[src/rtl/uart_tx_arbiter_pkg.sv]
// uart_tx_arbiter_pkg: shared FSM state encoding for the UART transmit arbiter
package uart_tx_arbiter_pkg;
  typedef enum logic [2:0] {
    ST_IDLE,
    ST_LOAD,
    ST_FIRE,
    ST_SETTLE,
    ST_WAIT,
    ST_GAP
  } state_e;
endpackage

[src/rtl/uart_tx_arbiter_rr_select.sv]
// rr_select: one-hot round-robin pick searching upward from last+1
module rr_select #(
  parameter int N = 2,
  parameter int W = $clog2(N)
) (
  input  logic [N-1:0] req,
  input  logic [W-1:0] last,
  output logic [N-1:0] gnt,
  output logic [W-1:0] gnt_idx
);
  // scan from lowest to highest priority so the closest match after last overwrites the rest
  always_comb begin
    gnt = '0;
    gnt_idx = last;
    for (int i = N; i >= 1; i--) begin
      if (req[(int'(last) + i) % N]) begin
        gnt = '0;
        gnt[(int'(last) + i) % N] = 1'b1;
        gnt_idx = W'((int'(last) + i) % N);
      end
    end
  end
endmodule

[src/rtl/uart_tx_arbiter.sv]
// uart_tx_arbiter: round-robin sharing of one UART transmitter between byte-stream clients
module uart_tx_arbiter
  import uart_tx_arbiter_pkg::*;
#(
  parameter int NUM_CLIENTS = 2,
  parameter int GAP_CYCLES = 0
) (
  input  logic                     clk,
  input  logic                     rst,
  input  logic [NUM_CLIENTS-1:0]   req_valid,
  input  logic [8*NUM_CLIENTS-1:0] req_data,
  input  logic [NUM_CLIENTS-1:0]   req_last,
  output logic [NUM_CLIENTS-1:0]   req_ready,
  input  logic                     tx_ready,
  output logic                     tx_start,
  output logic [7:0]               tx_data,
  output logic [NUM_CLIENTS-1:0]   grant,
  output logic                     busy
);
  localparam int W = $clog2(NUM_CLIENTS);
  localparam int GW = GAP_CYCLES > 1 ? $clog2(GAP_CYCLES) : 1;
  localparam logic [GW-1:0] GAP_LAST = GW'(GAP_CYCLES > 0 ? GAP_CYCLES - 1 : 0);
  state_e state_q, state_d;
  logic [NUM_CLIENTS-1:0] grant_q, grant_d, sel_gnt;
  logic [W-1:0] last_winner_q, last_winner_d, sel_idx;
  logic [7:0] tx_data_q, tx_data_d;
  logic tx_start_q, tx_start_d, last_flag_q, last_flag_d;
  logic [GW-1:0] gap_cnt_q, gap_cnt_d;
  rr_select #(.N(NUM_CLIENTS), .W(W)) u_rr (
    .req(req_valid),
    .last(last_winner_q),
    .gnt(sel_gnt),
    .gnt_idx(sel_idx)
  );
  assign req_ready = state_q == ST_LOAD ? grant_q : '0;
  assign tx_start = tx_start_q;
  assign tx_data = tx_data_q;
  assign grant = grant_q;
  assign busy = state_q != ST_IDLE;
  // next-state logic; last_winner doubles as the owner index while a message is in flight
  always_comb begin
    state_d = state_q;
    grant_d = grant_q;
    last_winner_d = last_winner_q;
    tx_data_d = tx_data_q;
    tx_start_d = 1'b0;
    last_flag_d = last_flag_q;
    gap_cnt_d = '0;
    case (state_q)
      ST_IDLE: if (|req_valid && tx_ready) begin
        state_d = ST_LOAD;
        grant_d = sel_gnt;
        last_winner_d = sel_idx;
      end
      ST_LOAD: if (req_valid[last_winner_q]) begin
        tx_data_d = req_data[8*last_winner_q +: 8];
        last_flag_d = req_last[last_winner_q];
        tx_start_d = 1'b1;
        state_d = ST_FIRE;
      end
      ST_FIRE: state_d = ST_SETTLE;
      ST_SETTLE: state_d = ST_WAIT;
      ST_WAIT: if (tx_ready) begin
        state_d = !last_flag_q ? ST_LOAD : GAP_CYCLES > 0 ? ST_GAP : ST_IDLE;
        grant_d = last_flag_q ? '0 : grant_q;
      end
      ST_GAP: begin
        gap_cnt_d = gap_cnt_q == GAP_LAST ? '0 : gap_cnt_q + 1'b1;
        state_d = gap_cnt_q == GAP_LAST ? ST_IDLE : ST_GAP;
      end
      default: state_d = ST_IDLE;
    endcase
  end
  // state registers; client 0 wins first after reset
  always_ff @(posedge clk) begin
    if (rst) begin
      state_q <= ST_IDLE;
      grant_q <= '0;
      last_winner_q <= W'(NUM_CLIENTS - 1);
      tx_data_q <= '0;
      tx_start_q <= 1'b0;
      last_flag_q <= 1'b0;
      gap_cnt_q <= '0;
    end else begin
      state_q <= state_d;
      grant_q <= grant_d;
      last_winner_q <= last_winner_d;
      tx_data_q <= tx_data_d;
      tx_start_q <= tx_start_d;
      last_flag_q <= last_flag_d;
      gap_cnt_q <= gap_cnt_d;
    end
  end
endmodule

[config.mk]
export PLATFORM = sky130hd
export DESIGN_NAME = uart_tx_arbiter
export DESIGN_NICKNAME = d
export VERILOG_FILES = /design/src/rtl/uart_tx_arbiter_pkg.sv /design/src/rtl/uart_tx_arbiter_rr_select.sv /design/src/rtl/uart_tx_arbiter.sv
export SDC_FILE = /design/constraint.sdc
export NUM_CORES = 1
export LEC_CHECK = 0
export CORE_MARGIN = 1
export CORE_UTILIZATION = 35
export CTS_CLUSTER_DIAMETER = 40
export DETAILED_ROUTE_END_ITERATION = 7
export PLACE_DENSITY = 0.69
export SYNTH_ARGS = -nofsm -noshare
export SYNTH_HDL_FRONTEND = slang
export SYNTH_SLANG_ARGS = --single-unit
[constraint.sdc]
create_clock -name clk -period 1.5 [get_ports clk]
set_clock_uncertainty 0.15 [all_clocks]
set_input_delay 0.15 -clock clk [delete_from_list [all_inputs] [get_ports clk]]
set_output_delay 0.15 -clock clk [all_outputs]
set_load 0.01 [all_outputs]
==> results of run 1 <==
[path summary, 6_finish.rpt]
path | startpoint | to
max | state_q[2] | last_flag_q
min | grant[0] | grant[0]
max reg2reg | state_q[2] | last_flag_q
min reg2reg | grant[0] | grant[0]
[critical path, delay by kind of cell, from the launching register on]
family                 cells  cell delay [ps]
buffers and inverters      3              420
AND/OR/NAND/NOR            2              390
flip-flops                 1              380
AO/OA/AOI/OAI              1               50
[per-layer routing]
metal,up-vias,part of all wire (%)
li1,441,-
met1,412,42
met2,26,53
met3,0,5.0
met4,0,0
met5,-,0
[flip-flops by register name, summed over array words and instances, names as in the netlist]
name / cells
gap_cnt_q: 1
tx_data: 8
state_q: 3
grant: 2
last_flag_q: 1
last_winner_q: 1
tx_start: 1
[final cells by class]
class,instances,area (sq um)
Multi-Input combinational cell,65,538
Inverter,3,11.3
Tap cell,30,37.5
Fill cell,233,951
Timing Repair Buffer,60,586
Sequential cell,17,350
Clock buffer,4,26.3
[power breakdown]
| group | internal, mW | switching, mW |
|---|---|---|
| logic | 0.317 | 0.234 |
| clock network | 0.103 | 0.143 |
| registers | 0.500 | 0.0358 |
[stage by stage]
stage          hold slack (ps)  power (mW)  setup TNS (ps)  util [%]
4_1_cts                    334        1.33            -319      60.4
6_report                   330        1.33           -9.59      62.0
3_5_place_dp               324        1.02           -1500      55.2
3_3_place_gp               319        1.01           -1270      55.2
2_1_floorplan             64.6       0.810               0         -
5_1_grt                    357        1.40            -266      62.0
[cell families (layout without fill, tap and decap cells)]
family / after synthesis / in the layout
mux: 11 / 11
other cells: 1 / 1
compound gates: 22 / 22
buf+inv: 11 / 67
simple gates: 31 / 31
flops: 17 / 17
[timing repair]
item | 4_1_cts | 5_1_grt
endpoints found under the setup margin | 18 | 21
setup buffers | 6 | 4
gates cloned | 2 | 0
pin swaps | 0 | 12
resized for setup | 23 | 24
[placed cells by master, fill, tap and decap left out, types with 2 or more instances in the layout]
master | synthesis | layout
nand3b_1 | 2 | 2
dlygate4sd2_1 | 0 | 3
buf_6 | 3 | 9
a21oi_1 | 6 | 6
mux2i_1 | 10 | 10
nand2_1 | 3 | 3
dlymetal6s2s_1 | 0 | 7
inv_1 | 3 | 3
nor2_2 | 0 | 4
nor2_1 | 13 | 9
a211oi_2 | 9 | 9
nor3_1 | 2 | 2
clkbuf_4 | 0 | 3
clkdlybuf4s50_1 | 0 | 23
o21ai_0 | 2 | 2
dfxtp_2 | 0 | 2
buf_2 | 3 | 3
and2_1 | 2 | 2
buf_4 | 0 | 14
dfxtp_1 | 17 | 13
dfxtp_4 | 0 | 2
==> results.json, run 1 <==
{
  "status": "finished, violations left",
  "failed_checks": "negative setup slack",
  "clock.fmax_mhz": 663,
  "cts_tree": "yes",
  "htree_num_levels": 1,
  "cp.arrival_ps": 1530,
  "antenna_found_initial": 0,
  "synth.avg_cell_area_sq_um": 9.98,
  "dieArea_sq_um": 2860,
  "synth_most_common_cell": "dfxtp_1",
  "finalSetupViolations": 2,
  "gr-usage-met2_pct": 33.1,
  "holdBufCountCts": 0,
  "grt_pass1_wl_microns": 3590,
  "nNetsFinal": 173,
  "die_h_microns": 53.5,
  "ios": 37,
  "fp.coreArea_sq_um": 2500,
  "routedWlPerCell_microns": 13.4,
  "power_density_nw_per_um2": 860,
  "grt_max_degree": 13,
  "stdcell_count": 179,
  "pre_cts_ws_ps": -130,
  "drt_iter0_markers": 5,
  "synthDistinctLibCells": 31,
  "setup_ws_ps": -8.72,
  "syn_inst": 93,
  "ys_ff_latch": 17,
  "hold_violations": 0,
  "portBuffers": 36,
  "drv_cap": 0,
  "vias_per_cell": 4.91,
  "numClockSinks": 17,
  "rows": 18,
  "met3_usage_pct": 3.45,
  "wl_microns": 2390,
  "synth_compound_area_share_pct": 22.0,
  "place_inst": 166,
  "synth_adder_area_share_pct": 0,
  "synthesis.nets": 116,
  "rsz0062_at_grt": "yes",
  "slowest_stage": "dfxtp_4",
  "finalCritPeriodShare_pct": 101,
  "startpoint_type": "flip-flop",
  "max_stage_delay_ps": 380,
  "yosys.area_share.xor_xnor_pct": 0,
  "post_dp_cell_area_sq_um": 1380,
  "ant_nets": 0,
  "fin_area_sq_um": 1550,
  "die_w_microns": 53.5,
  "numCtsBuffers": 3,
  "dr.pass1.iters": 2,
  "hold_depth": 2,
  "worst-setup-path-type": "flip-flop to flip-flop",
  "synthFlopType": "dfxtp_1",
  "grt_util_met1_pct": 18.9,
  "vdd_ir_drop_max_mv": 0.650,
  "drv_slew": 0,
  "synth_common_cells": "dfxtp_1, nor2_1, mux2i_1, a211oi_2, a21oi_1",
  "cp.required_ps": 1530,
  "synth-edff-count": 0,
  "antenna_cells": 0,
  "vias": 879,
  "clock_latency_ps": 280,
  "reg2reg_slack_ps": -9,
  "crit_chain": "nor3b_4, buf_4, nor2b_4, buf_6, buf_12, a211oi_2",
  "yosysTopAreaCellShare_pct": 36.7,
  "overflow": 0,
  "synth_warnings": 0,
  "grt_usage_pct": 17.4,
  "power.leakage_nw": 0.792,
  "muxShareOfSynthArea_pct": 13.2,
  "synth.cell_area_sq_um": 928,
  "cts.path.max_buffers": 2,
  "gp_congestion": 0.804,
  "grt_pass1_vias": 882,
  "min_period_ps": 1510,
  "synth-seq-area-share_pct": 36.7,
  "synth_top_family_by_area": "compound AO/OA/AOI/OAI gates",
  "r2r_cells": 6,
  "synth.largest_area_cell": "dfxtp_1",
  "cp_max_fo": 6,
  "initial_utilization_pct": 37.1,
  "synthArstFlopShare_pct": 0,
  "dp_hpwl_microns": 1570,
  "path_clk_slew_ps": 100,
  "worst_hold_path_type": "flip-flop to flip-flop",
  "ys_top_cells_by_area": "dfxtp_1, a211oi_2, mux2i_1, nor2_1, buf_6",
  "area_growth_pct": 66.8,
  "drive_gt1_share_pct": 36.9,
  "drc": 0,
  "critPathCaptureType": "flip-flop",
  "top_usage_layer": "met2",
  "cts-root-buf": "clkbuf_4",
  "yosys.area_share.simple_pct": 18.7
}
(Power assumes the default switching activity.)
==> inputs of run 2 (changes only) <==
CORE_MARGIN = default   (was 1)
CTS_CLUSTER_DIAMETER = default   (was 40)
==> results of run 2 <==
Same layout as run 1: the final DEF is identical, and so are final timing and power.
==> inputs of run 3 (changes only) <==
PLACE_DENSITY = 0.67   (was 0.69)
clock period = 1.8 ns   (was 1.5 ns; I/O delays follow)
==> run 3 against run 2 <==
Compared with the run above: the flow now finishes without violations; power decreased by 24%; sequential cell count unchanged; via count decreased by 7.3%; final cell count decreased by 9.5%; routed wire length decreased by 15%; die area unchanged; hold slack improved by 6.6 ps; design area decreased by 13%; clock power decreased by 17%.
==> results.json, run 3 (synthesis gave the netlist of run 1 again) <==
{
  "pre_cts_ws_ps": 71.7,
  "hold_violations": 0,
  "hold_depth": 2,
  "r2r_cells": 5,
  "wl_met1_microns": 897,
  "path_clk_slew_ps": 100,
  "fin_area_sq_um": 1350,
  "min_period_ps": 1670,
  "final_cell_mix": "clkdlybuf4s50_1, dfxtp_1, nor2_1",
  "power_density_nw_per_um2": 753,
  "worst_hold_path_type": "flip-flop to flip-flop",
  "r2r-end": "tx_data[5]",
  "grt_pass1_wl_microns": 3270,
  "htree_num_levels": 1,
  "rows": 18,
  "dr_wl_met3_microns": 112,
  "overflow": 0,
  "startpoint_type": "flip-flop",
  "initial_utilization_pct": 37.1,
  "drt_iter0_markers": 8,
  "nNetsFinal": 156,
  "grt_max_degree": 20,
  "stdcell_count": 162,
  "holdBufCountCts": 0,
  "finalPower_mw": 1.01,
  "drive_gt1_share_pct": 21.2,
  "cp.arrival_ps": 1340,
  "tns_ps": 0,
  "fp.coreArea_sq_um": 2500,
  "drv_cap": 0,
  "worst-setup-path-type": "flip-flop to output pin",
  "routedWlPerCell_microns": 12.5,
  "vias_per_cell": 5.03,
  "place_inst": 158,
  "min_to": "grant[0]",
  "setup_ws_ps": 128,
  "post_dp_cell_area_sq_um": 1320,
  "hold_start": "grant[0]",
  "cp.required_ps": 1470,
  "antenna_cells": 0,
  "largest_reg_flops": 8,
  "grt_pass1_vias": 789,
  "gp_congestion": 0.752,
  "finalSetupViolations": 0,
  "finalCritPeriodShare_pct": 92.9,
  "critPathCaptureType": "output pin",
  "vias": 815,
  "final_common_cell": "clkdlybuf4s50_1",
  "area_growth_pct": 44.9,
  "ios": 37,
  "die_w_microns": 53.5,
  "cts.path.max_buffers": 2,
  "status": "finished clean",
  "portBuffers": 36,
  "hold_ws_ps": 337,
  "cp_max_fo": 4,
  "vdd_ir_drop_max_mv": 0.379,
  "cts_tree": "yes",
  "met2_wirelength_microns": 1020,
  "antenna_found_initial": 0,
  "r2r_start": "last_winner_q",
  "drv_slew": 0,
  "reg2reg_slack_ps": 240,
  "drc": 0,
  "cts-root-buf": "clkbuf_4",
  "clock_latency_ps": 290,
  "grt_usage_pct": 15.9,
  "power.leakage_nw": 0.564,
  "post-cts-setup-buffers": 0,
  "ant_nets": 0,
  "numClockSinks": 17,
  "post-route-util_pct": 53.8,
  "rsz0062_at_grt": "no",
  "numCtsBuffers": 3,
  "dr.pass1.iters": 3,
  "highest_layer": "met3",
  "dp_hpwl_microns": 1560,
  "clock.fmax_mhz": 598,
  "die_h_microns": 53.5,
  "dieArea_sq_um": 2860,
  "wl_microns": 2030
}
-- run 3: changes by cell type in the layout (fill, tap and decap cells not counted), sizes merged --
cell / before / now
clkinv: 0 / 1
buf: 27 / 7
dlymetal6s2s: 7 / 0
clkbuf: 4 / 3
clkdlybuf4s50: 23 / 33
-- run 3: area by class of cell --
| class | count | area, sq um |
|---|---|---|
| multi-input combinational | 65 | 504 |
| clock buffer | 3 | 22.5 |
| tap | 30 | 37.5 |
| fill | 258 | 1150 |
| sequential | 17 | 343 |
| clock inverter | 1 | 5.00 |
| inverter | 3 | 11.3 |
| timing repair buffer | 43 | 422 |
-- run 3: worst max path at each step --
stage	from	slack (ps)	end	depth (start not counted)
after global routing	state_q[0]	50	req_ready[0]	3
after detailed placement	req_valid[0]	70	tx_data[0]	6
after global placement	req_valid[0]	110	state_q[0]	4
after floorplan	state_q[0]	350	last_winner_q	5
final	state_q[1]	130	busy	2
after CTS	state_q[0]	110	req_ready[1]	3
-- run 3: worst max-delay path, stage by stage, from the launching register on --
cell and delay, ps:
dfxtp_1 360, or3_1 400, dlygate4sd2_1 290
-- run 3: power by group --
group	internal, mW	switching, mW
registers	0.417	0.0315
clock network	0.0824	0.121
logic	0.205	0.157
total	0.704	0.309
-- run 3: metal layers --
metal | GRT usage, % | vias to the layer above
met4 | 3.95 | 0
met2 | 30.2 | 26
met3 | 3.74 | 0
li1 | - | 403
met5 | 0 | -
met1 | 17.2 | 386
-- run 3: repair_timing --
action	CTS	global route
gates resized for setup	5	0
setup endpoints to repair	3	0
hold endpoints to repair	0	0
==> patch 1, RTL diff (settings of run 1) <==
Set the parameter `NUM_CLIENTS` to 4 (it was 2).
--- a/src/rtl/uart_tx_arbiter.sv
+++ b/src/rtl/uart_tx_arbiter.sv
@@ -2,7 +2,7 @@
 module uart_tx_arbiter
   import uart_tx_arbiter_pkg::*;
 #(
-  parameter int NUM_CLIENTS = 2,
+  parameter int NUM_CLIENTS = 4,
   parameter int GAP_CYCLES = 0
 ) (
   input  logic                     clk,
Ports: changed (5 resized); port bits go from 37 to 61. The function was not compared with the original's and may differ.
==> patch 1 against run 1 <==
The flow still finishes with violations (setup timing). Combinational power increased by 150%. Design area rose by 52%. Power is 92% higher. Clock power up 120%. Sequential cell count up 3. Routed wire length up 73%. Sequential share of layout area shrank 5.3 points. Setup slack got worse by 550 ps. Area after synthesis grew 50%. Critical endpoint is now grant[0]. Largest cell class is now multi-input gates.
==> patch 1: results (changes against run 1) <==
stage;metric;value;unit;change
final_layout;Final clock-cell share;0.0302;;+0.0132
setup_path;slack of the worst reg-to-reg path;-560;ps;-550 ps
timing;final setup vio count;22;;+20
logic_synthesis;Synth Register Bits;20;;+3
clock_tree;clock-pin transition on the worst setup and hold timing paths;80;ps;-20 ps
clock_tree;latest clock arrival within the worst-skew pair;260;ps;-20 ps
final_layout;fill count;334;;+43%
timing;hold_ws;314;ps;-15.8 ps
min_path;hold_sp;tx_data[6];;
drt;final wirelength;4140;um;+73%
final_layout;NonClk Buf Share;0.331;;-0.0473
drt;DRT iter0 DRCs;59;;+54
place;placed cell area;2210;um^2;+61%
setup_path;Register-to-Register Path Depth;5;;-1
setup_path;crit path capture;grant[0];;
final_layout;share of cells above drive strength 1;0.290;;-0.0791
final_layout;Total Nets Final;281;;+62%
outcome;status;finished with violations;;
final_layout;FF/Latch Area;408;um^2;+16%
pwr;P_leak;0.965;nW;+22%
logic_synthesis;Synth Area in Compound Gates;0.170;;-0.0497
global_routing;largest net degree at the start of global routing;17;;+4
drt;drt pass-1 iters;7;;+5
logic_synthesis;mux cell area share after synthesis;0.257;;+0.125
final_layout;invs w/o clock;11;;+8
drt;Vias/cell;5.29;;+7.7%
setup_path;critical path's largest stage delay;620;ps;+240 ps
place;detailed placer's ending HPWL;3140;um;+100%
setup_path;CP max-delay cell;mux4_2;;
setup_path;reg2reg start;last_winner_q[0];;
place;Port Buffers;60;;+67%
logic_synthesis;Gate Count Post-Synth;151;;+62%
final_layout;Multi-In Gates;111;;+71%
outcome;failing checks;setup timing;;
setup_path;CP max FO;8;;+2
timing;Setup TNS;-7750;ps;-7740 ps
final_layout;Non-CTS buffers;85;;+42%
clock_tree;Post-CTS Repair Setup Buffers;4;;-2
global_routing;Total GRT Usage;0.203;;+0.0291
timing;setup ws final;-557;ps;-548 ps
place;GP Congestion;0.731;;-9.1%
min_path;Hold EP;tx_data[6];;
[patch 1: changes by cell type in the layout (fill, tap and decap cells not counted), sizes merged, moves of 5 or more]
cell and delta:
ha +6, mux4 +13, o211ai +5, clkdlybuf4s50 +31, a211oi -8, a21oi +6, nor2 -8, inv +8
nand2 +26, mux2i -9, dlymetal6s2s -6
[patch 1: routing by layer]
| metal | global-route usage | vias to the layer above | part of all wire |
|---|---|---|---|
| li1 | - | 713 | - |
| met2 | 0.368 | 41 | 0.53 |
| met5 | 0 | - | 0 |
| met3 | 0.0123 | 4 | 0.038 |
| met1 | 0.253 | 718 | 0.42 |
| met4 | 0.0652 | 0 | 0.012 |
[patch 1: power groups by stage]
stage               Combinational (mW)  Clock [mW]  Sequential [mW]
finish                            1.36       0.531            0.670
global route                      1.47       0.553            0.678
CTS                               1.34       0.537            0.669
detailed placement                1.26           0            0.674
global placement                  1.23           0            0.669
floorplan                        0.795           0            0.687
==> patch 2, RTL diff (flow settings as in run 1) <==
Made on the original files. Re-encode `state_e` (6 states) as one-hot, 6 bits wide.
--- a/src/rtl/uart_tx_arbiter_pkg.sv
+++ b/src/rtl/uart_tx_arbiter_pkg.sv
@@ -1,12 +1,12 @@
 // uart_tx_arbiter_pkg: shared FSM state encoding for the UART transmit arbiter
 package uart_tx_arbiter_pkg;
-  typedef enum logic [2:0] {
-    ST_IDLE,
-    ST_LOAD,
-    ST_FIRE,
-    ST_SETTLE,
-    ST_WAIT,
-    ST_GAP
+  typedef enum logic [5:0] {
+    ST_IDLE   = 6'b000001,
+    ST_LOAD   = 6'b000010,
+    ST_FIRE   = 6'b000100,
+    ST_SETTLE = 6'b001000,
+    ST_WAIT   = 6'b010000,
+    ST_GAP    = 6'b100000
   } state_e;
 endpackage
 
Behaviour: same outputs for any inputs over 4 cycles, from zero or initial values and one cycle with rst high; so few cycles prove little.
==> patch 2 against run 1 <==
The run still ends with setup timing left. Die area rose by 20%. Routed wire length grew 22%. Sequential cell count rose by 3. Setup slack got worse by 350 ps. Via count up 24%. Area after synthesis rose by 21%. Combinational power is 94% higher. Design area rose by 16%. Global-route usage increased by 0.72 points. Power up 50%. Count of clock-buffer cells in the layout is 1 lower.
==> patch 2: results (changes against run 1) <==
stage;metric;value;unit;change
pwr;clock distribution power;0.254;mW;+3%
pwr;clock network power share;0.127;;-0.058
logic_synthesis;post-synthesis sequential area ratio;0.357;;-0.00943
setup_path;R2R Path End;tx_start;;
timing;final setup vio count;21;;+19
global_routing;number of global-route vias before repair;1041;;+18%
min_path;Hold EP;state_q[5];;
logic_synthesis;top cells by area, synth;dfxtp_1 36%, mux2i_1 11%, a211oi_2 10%;;
logic_synthesis;Synth top cells by count;20 x dfxtp_1, 12 x mux2i_1, 9 x a211oi_2, 9 x nor2_2;;
setup_path;CP max-delay cell;or4_4;;
final_layout;final core utilization;0.586;;-0.0331
pwr;Comb pwr share;0.534;;+0.121
place;pre-CTS WS;-395;ps;-264 ps
final_layout;Non-Filler Instances;213;;+19%
global_routing;Total GRT Usage;0.181;;+0.00722
final_layout;fill count;271;;+16%
drt;DRT iter0 DRCs;26;;+21
outcome;failing checks;setup timing;;
final_layout;share of cells above drive strength 1;0.414;;+0.0451
logic_synthesis;unique cell type count in the Yosys netlist;39;;+26%
pwr;Net Sw Power;0.701;mW;+70%
drt;final wirelength;2930;um;+22%
final_layout;max reg flops;8;;unchanged
pwr;Biggest consumer;combinational logic;;
timing;Setup TNS;-5370;ps;-5360 ps
pwr;Max IR drop VDD;0.486;mV;-25%
drt;Vias/cell;5.10;;+3.9%
min_path;hold_sp;gap_cnt_q;;
place;placed cells;204;;+23%
pwr;P_leak;0.765;nW;-3.4%
clock_tree;CTS buffer count;3;;unchanged
final_layout;Total Nets Final;194;;+12%
global_routing;largest net degree at the start of global routing;21;;+8
timing;hold_ws;324;ps;-6.29 ps
place;GP Congestion;0.853;;+6.1%
logic_synthesis;Mapped Nets;136;;+17%
setup_path;crit path DAT;1940;ps;+410 ps
place;detailed placer's ending HPWL;2060;um;+31%
setup_path;critical path's largest stage delay;550;ps;+170 ps
clock_tree;latest clock arrival within the worst-skew pair;300;ps;+20 ps
setup_path;CP max FO;5;;-1
logic_synthesis;Gate Count Post-Synth;113;;+22%
logic_synthesis;synth warn;0;;unchanged
setup_path;Register-to-Register Path Depth;5;;-1
global_routing;first-pass GRT wire length;4710;um;+31%
timing;setup ws final;-355;ps;-346 ps
place;placed cell area;1640;um^2;+19%
outcome;status;finished with violations;;
setup_path;delay-heaviest family, CP;simple AND/OR/NAND/NOR gates;;
setup_path;reg2reg start;state_q[2];;
drt;drt pass-1 iters;4;;+2
patch 2: cell count changes in the layout (fill, tap and decap cells not counted), moves of 3 or more:
cell / change
nand2b_1: +4
dlygate4sd2_1: +7
dlymetal6s2s_1: -7
a21oi_1: -5
dfxtp_1: +3
buf_4: +5
buf_6: -5
nor2b_1: +3
nor2_1: -8
nor2_2: +7
patch 2: worst max path at each step:
| stage | slack [ps] | cells after the start | endpoint | start |
|---|---|---|---|---|
| 6_report | -350 | 5 | tx_start | state_q[2] |
| 3_5_place_dp | -390 | 5 | req_ready[0] | state_q[3] |
| 2_1_floorplan | -270 | 6 | tx_data[0] | state_q[4] |
| 3_3_place_gp | -360 | 5 | req_ready[0] | state_q[3] |
| 4_1_cts | -380 | 5 | tx_data[0] | state_q[3] |
| 5_1_grt | -410 | 5 | tx_data[1] | state_q[2] |
patch 2: tightest hold or removal path, stage by stage, from the launching register on:
cell     delay (ps)
dfxtp_1         340
nand3_1          80
nor4_1           40
patch 2: per-layer routing:
metal	up-vias	wire [um]	GRT usage
met5	-	0	0
met4	0	59	0.0714
met3	6	97	0.0242
met2	34	1450	0.325
met1	519	1320	0.218
li1	528	-	-
patch 2: cell type report:
type,instances,share of cell area
clock buffer,3,0.0126
inverter,2,0.00419
multi-input combinational,84,0.409
sequential,20,0.231
tap,44,0.0307
timing repair buffer,60,0.313
patch 2: cell families (layout without fill, tap and decap cells):
family	count (synthesis)	after routing	synth area share
DFF	20	20	0.357
other	1	1	0.00335
muxes	13	13	0.117
xor gates and xnor gates	1	1	0.00781
buffers and inverters	9	65	0.0480
AOI/OAI and AO/OA	25	25	0.203
and+or+nand+nor	44	44	0.263
patch 2: what timing repair did:
action	4_1_cts	5_1_grt
gates resized for setup	40	5
pin swaps	4	5
setup endpoints to repair	31	20
buffers inserted	2	3
cloned	0	2
